==> src/rtl/decod_stream.sv <==
// Registered SEL_W-to-2**SEL_W decoder (one-hot or thermometer) with a
// valid/ready handshake on each side. A one-word skid buffer allows full throughput.
module decod_stream #(
  parameter int SEL_W      = 4,
  parameter bit INVERT_SEL = 1'b1,
  localparam int OUT_W     = 2 ** SEL_W
) (
  input  logic             clk,
  input  logic             rst,
  input  logic             in_valid,
  output logic             in_ready,
  input  logic [SEL_W-1:0] in_sel,
  input  logic             in_en,
  input  logic             in_mode,
  output logic             out_valid,
  input  logic             out_ready,
  output logic [OUT_W-1:0] out_dec
);

  logic [SEL_W-1:0] idx;
  logic [OUT_W-1:0] dec_word;
  logic [OUT_W-1:0] skid_word;
  logic             skid_full;
  logic             in_xfer;
  logic             out_free;

  assign idx = INVERT_SEL ? ~in_sel : in_sel;

  // Each output bit compares its own position against the index.
  generate
    for (genvar gi = 0; gi < OUT_W; gi++) begin : g_bit
      localparam logic [SEL_W-1:0] pos = SEL_W'(gi);
      assign dec_word[gi] = in_en & (in_mode ? (pos <= idx) : (pos == idx));
    end
  endgenerate

  // in_ready depends only on rst and registered state, never on out_ready.
  assign in_ready = ~skid_full & ~rst;
  assign in_xfer  = in_valid & in_ready;
  assign out_free = ~out_valid | out_ready;

  always_ff @(posedge clk) begin
    if (rst) begin
      out_valid <= 1'b0;
      out_dec   <= '0;
      skid_full <= 1'b0;
      skid_word <= '0;
    end else if (out_free) begin
      if (skid_full) begin
        out_dec   <= skid_word;
        out_valid <= 1'b1;
        skid_full <= 1'b0;
      end else if (in_xfer) begin
        out_dec   <= dec_word;
        out_valid <= 1'b1;
      end else begin
        out_valid <= 1'b0;
      end
    end else if (in_xfer) begin
      skid_word <= dec_word;
      skid_full <= 1'b1;
    end
  end

endmodule

==> config.mk <==
export PLATFORM = sky130hd
export DESIGN_NAME = decod_stream
export DESIGN_NICKNAME = d
export VERILOG_FILES = /design/src/rtl/decod_stream.sv
export SDC_FILE = /design/constraint.sdc
export NUM_CORES = 1
export LEC_CHECK = 0
export CORE_AREA = 3 3 60 62
export CTS_CLUSTER_DIAMETER = 80
export CTS_CLUSTER_SIZE = 25
export DETAILED_ROUTE_END_ITERATION = 12
export DIE_AREA = 0 0 63 65
export PLACE_DENSITY = 0.87
export REMOVE_ABC_BUFFERS = 1
export SYNTH_ARGS = -nofsm -noshare
export SYNTH_HDL_FRONTEND = slang
export SYNTH_SLANG_ARGS = --single-unit
export TNS_END_PERCENT = 1
==> constraint.sdc <==
create_clock -name clk -period 2 [get_ports clk]
set_input_delay 0.3 -clock clk [delete_from_list [all_inputs] [get_ports clk]]
set_output_delay 0.3 -clock clk [all_outputs]
set_load 0.03 [all_outputs]
After elaboration in Yosys (flattened, before gate mapping)

Index checks and enable logic that the tools add are counted.

Logic and storage cells: 84
Register bits: 34
Output and inout port bits: 18
Input bits: 10

Reduce and logical (&&, ||, !) cells: 5
Equality and inequality tests: 15
Magnitude comparators: 16
Bitwise logic cells: 24
Muxes and demuxes: 20

Operator list:

| kind               | number |
|---|---|
| $eq 4x4->1 const A | 8 |
| $le 4x4->1 const A | 8 |
| $mux 16            | 2 |
| $and 1x1->1        | 18 |
| $mux 1             | 18 |
| $eq 3x4->1 const A | 4 |
| $le 3x4->1 const A | 4 |
| $eq 2x4->1 const A | 2 |
| $le 1x4->1 const A | 2 |
| $le 2x4->1 const A | 2 |
| $eq 1x4->1 const A | 1 |
| $logic_not 4->1    | 1 |
| $not 1->1          | 4 |
| $not 4->4          | 1 |
| $reduce_and 2->1   | 2 |
| $reduce_bool 2->1  | 1 |
| $reduce_or 2->1    | 1 |
| $or 1x1->1         | 1 |

Depth between registers and ports, before layout

Word-level depth: 6
Depth in mapped cells: 7
Depth with buffers taken out: 4

Worst setup path before layout

No wires, ideal clock.

Kind: register to register
Start point: register out_valid
End point: register skid_word[10]
Arrival time: 1,774 ps
Path buffers: 2
Stages on the path, launching flop included: 7
Slack: 156 ps
Setup time: 70 ps
Period minus slack after synthesis: 1,844 ps
Required time: 1,930 ps
Cells stage by stage: dfxtp_1 > nand2b_1 > clkbuf_1 > or3_1 > buf_2 > or4b_1 > a21oi_1

Word-level cells in the longest chain between the ends: 4

RTL lines:

| item                              | line | text |
|---|---|---|
| start, declared                   | 15   | `output logic out_valid,` |
| start signal, assigned            | 44   | `out_valid <= 1'b0;` |
| start signal, assigned            | 51   | `out_valid <= 1'b1;` |
| start signal, assigned            | 55   | `out_valid <= 1'b1;` |
| $not 1->1                         | 40   | `assign out_free = ~out_valid \| out_ready;` |
| $or 1x1->1                        | 40   |  |
| $not 1->1 (no source line)        | n/a  |  |
| $reduce_and 2->1 (no source line) | n/a  |  |
| end signal, assigned              | 60   | `skid_word <= dec_word;` |
| end, declared                     | 22   | `logic [OUT_W-1:0] skid_word;` |

Every way passes these cells.
A chain may end at the register's enable or synchronous reset.

Worst setup path after layout

Start point: input rst
End point: output in_ready

Word-level cells in the longest chain between the ends: 2

RTL lines:

| item            | line | text |
|---|---|---|
| start, declared | 9    | `input logic rst,` |
| $not 1->1       | 38   | `assign in_ready = ~skid_full & ~rst;` |
| $and 1x1->1     | 38   |  |
| end, declared   | 11   | `output logic in_ready,` |

Every way passes these cells.

==> impl_metrics.ini <==
[timing]
timing.final.ws_setup_ns = 0.131
finalCriticalPeriod_ns = 1.87
setup_viol = 0
slew_headroom_pct = 76.4
final.period_utilization_pct = 93.5
finalHoldViolCount = 0
skew_ns = 0.00952
tns_ns = 0
rsz0062_at_grt = no
max_freq_mhz = 535
max_slew.worst_pin.slew_ns = 0.345
slew_violations = 0

[cells_and_area]
num_antenna_cells = 0
syn_to_final_growth_pct = 28.9
instances_no_fill = 285
nets = 250
final_util_pct = 67.3
drive_gt1_share_pct = 13.7

[floorplanning]
rows = 20
io_pins = 28
die_w_um = 63
die_h_um = 65
initial_core_util_pct = 52.2
die-area_mm2 = 0.00410
coreArea_mm2 = 0.00308

[setup_path]
criticalPathCategory = in2out
worstPathArrival_ns = 1.57
critPathLaunch = rst
cp_max_fo = 21
regToRegStartpoint = skid_full
reg2reg_depth = 4
required_ns = 1.70
critPathCaptureType = output pin
crit_path_start_kind = primary input

[grt]
track_usage_pct = 20.7
grt_overflow = 0
grt_pass1_vias = 1454
grt_pass1_wl_um = 6530
antenna_found_initial = 0
grt_max_degree = 26

[cts]
cts_sinks = 34
cts_root_buffer = clkbuf_4
clockBufferDepth = 2
htreeDepth = 2
holdBufCountCts = 0
numCtsBuffers = 5
postCtsSetupBuffers = 0
ctsResizeCount = 0
cts_tree = built
path_clk_slew_ns = 0.10
insertion_delay_ns = 0.36

[pwr]
p_per_area_mw_per_mm2 = 694
pwr-share-seq_pct = 50.1
pwr-share-comb_pct = 22.0
leakagePower_nw = 0.751
switchingPower_uw = 423
p_int_mw = 1.01
switching_share_pct = 29.5
worst_ir_drop_vdd_uv = 449
finalPower_mw = 1.44
p_clk_share_pct = 27.8

[worst_hold_path]
hold_depth = 2
hp-start = skid_word[8]
worst_hold_path_type = reg2reg

[synth]
yosysTopAreaCell = dfxtp_1
yosys_warnings = 0
syn_area_per_cell_um2 = 7.84
synth_edf_count = 0
synth_common_cells = dfxtp_1, a21oi_1, nand2_1, nor2_1, clkbuf_1
synthArstFlopShare_pct = 0
synth_top_area_share_pct = 42.4
synth_seq_cells = 34
syn_inst = 205
yosysUniqueCellTypes = 32
synth_most_common_cell = dfxtp_1
ys.flop_type = dfxtp_1
synth_seq_area_share_pct = 42.4
synthTopCellsByArea = dfxtp_1, a21oi_1, nand2_1
syn_area_mm2 = 0.00161

[routing]
wl_per_cell_um = 13.4
vias = 1592
postRouteAntennaNets = 0
drc = 0
via_per_inst = 5.59
first_iter_violations = 80
first_pass_iters = 4
drt-total-wl_um = 3830

[placement]
dp_hpwl_um = 2730
placed_cells = 277
place.gp.congestion = 0.860
numPortBuffers = 27
pre_cts_ws_ns = -0.0947

[outcome]
status = finished clean

[job]
max_cap_viol_count = 0
-- cells in the final DEF (no fill, tap or decap) --
cell,synthesis,final
o21a_1,2,2
clkbuf_4,0,5
clkinv_1,1,1
o221ai_1,1,1
clkbuf_8,0,1
a21boi_1,1,1
nor4_1,2,2
or3_1,3,3
o21ai_1,3,3
a311oi_1,1,1
or2_1,1,1
mux2i_1,5,5
clkinv_2,0,1
mux2_2,1,1
nor2_1,22,22
or4b_1,1,1
nor2b_1,2,2
nand3b_1,1,1
nor3_1,16,16
a211oi_1,8,8
nand2_1,22,22
a2111oi_0,1,1
dfxtp_1,34,34
nand2b_1,8,8
nor4b_1,1,1
a31oi_1,2,2
a21oi_1,22,22
clkbuf_1,18,1
nand3_1,12,12
clkdlybuf4s50_1,0,26
nand2b_4,1,1
buf_4,0,24
a221oi_1,8,8
or4_1,1,1
-- logic make-up after synthesis --
group | count (synthesis) | share of synthesized area, %
AOI/OAI and AO/OA | 49 | 19.7
buffers and inverters | 23 | 5.92
DFF | 34 | 42.4
muxes | 6 | 3.82
and+or+nand+nor | 93 | 28.2
-- power by group through the flow --
| stage | combinational [mW] | clock, mW | sequential [mW] |
|---|---|---|---|
| global route | 0.342 | 0.452 | 0.725 |
| CTS | 0.317 | 0.414 | 0.720 |
| floorplan | 0.104 | 0 | 0.790 |
| detailed placement | 0.316 | 0 | 0.736 |
| finish | 0.317 | 0.400 | 0.720 |
| global placement | 0.311 | 0 | 0.734 |
-- per-layer routing --
metal | global-route usage, % | up-vias | routed length [um]
li1 | - | 803 | -
met1 | 24.7 | 733 | 1770
met2 | 33.1 | 45 | 1760
met3 | 7.45 | 11 | 216
met4 | 9.64 | 0 | 84
met5 | 0 | - | 0
-- per-stage QoR --
| stage | hold slack [ns] | area [um2] |
|---|---|---|
| 3_3_place_gp | 0.442 | 2010 |
| 5_1_grt | 0.493 | 2070 |
| 2_1_floorplan | 0.369 | 1520 |
| 4_1_cts | 0.462 | 2070 |
| 6_report | 0.461 | 2070 |
| 3_5_place_dp | 0.447 | 2010 |
-- cell type report --
class | instances | area [um2]
Clock inverter | 1 | 5.00
Timing Repair Buffer | 50 | 440
Sequential cell | 34 | 681
Clock buffer | 7 | 55.1
Tap cell | 44 | 55.1
Inverter | 1 | 3.75
Multi-Input combinational cell | 148 | 831
Fill cell | 273 | 1010
-- sequential cells by signal, indices dropped and copies added (netlist names) --
signal / flops
out_dec: 16
skid_word: 16
out_valid: 1
skid_full: 1
-- worst max-delay path: stages --
cell,delay (ns)
clkdlybuf4s50_1,0.51
buf_4,0.24
buf_4,0.28
nor2_1,0.06
buf_4,0.17
-- path summary, 6_finish.rpt --
check / to / slack, ns
setup / recovery: in_ready / 0.13
hold / removal: skid_word[8] / 0.46
setup reg to reg: skid_word[8] / 0.40
hold reg to reg: skid_word[8] / 0.46
No activity file was read; power rests on OpenSTA's default activity.
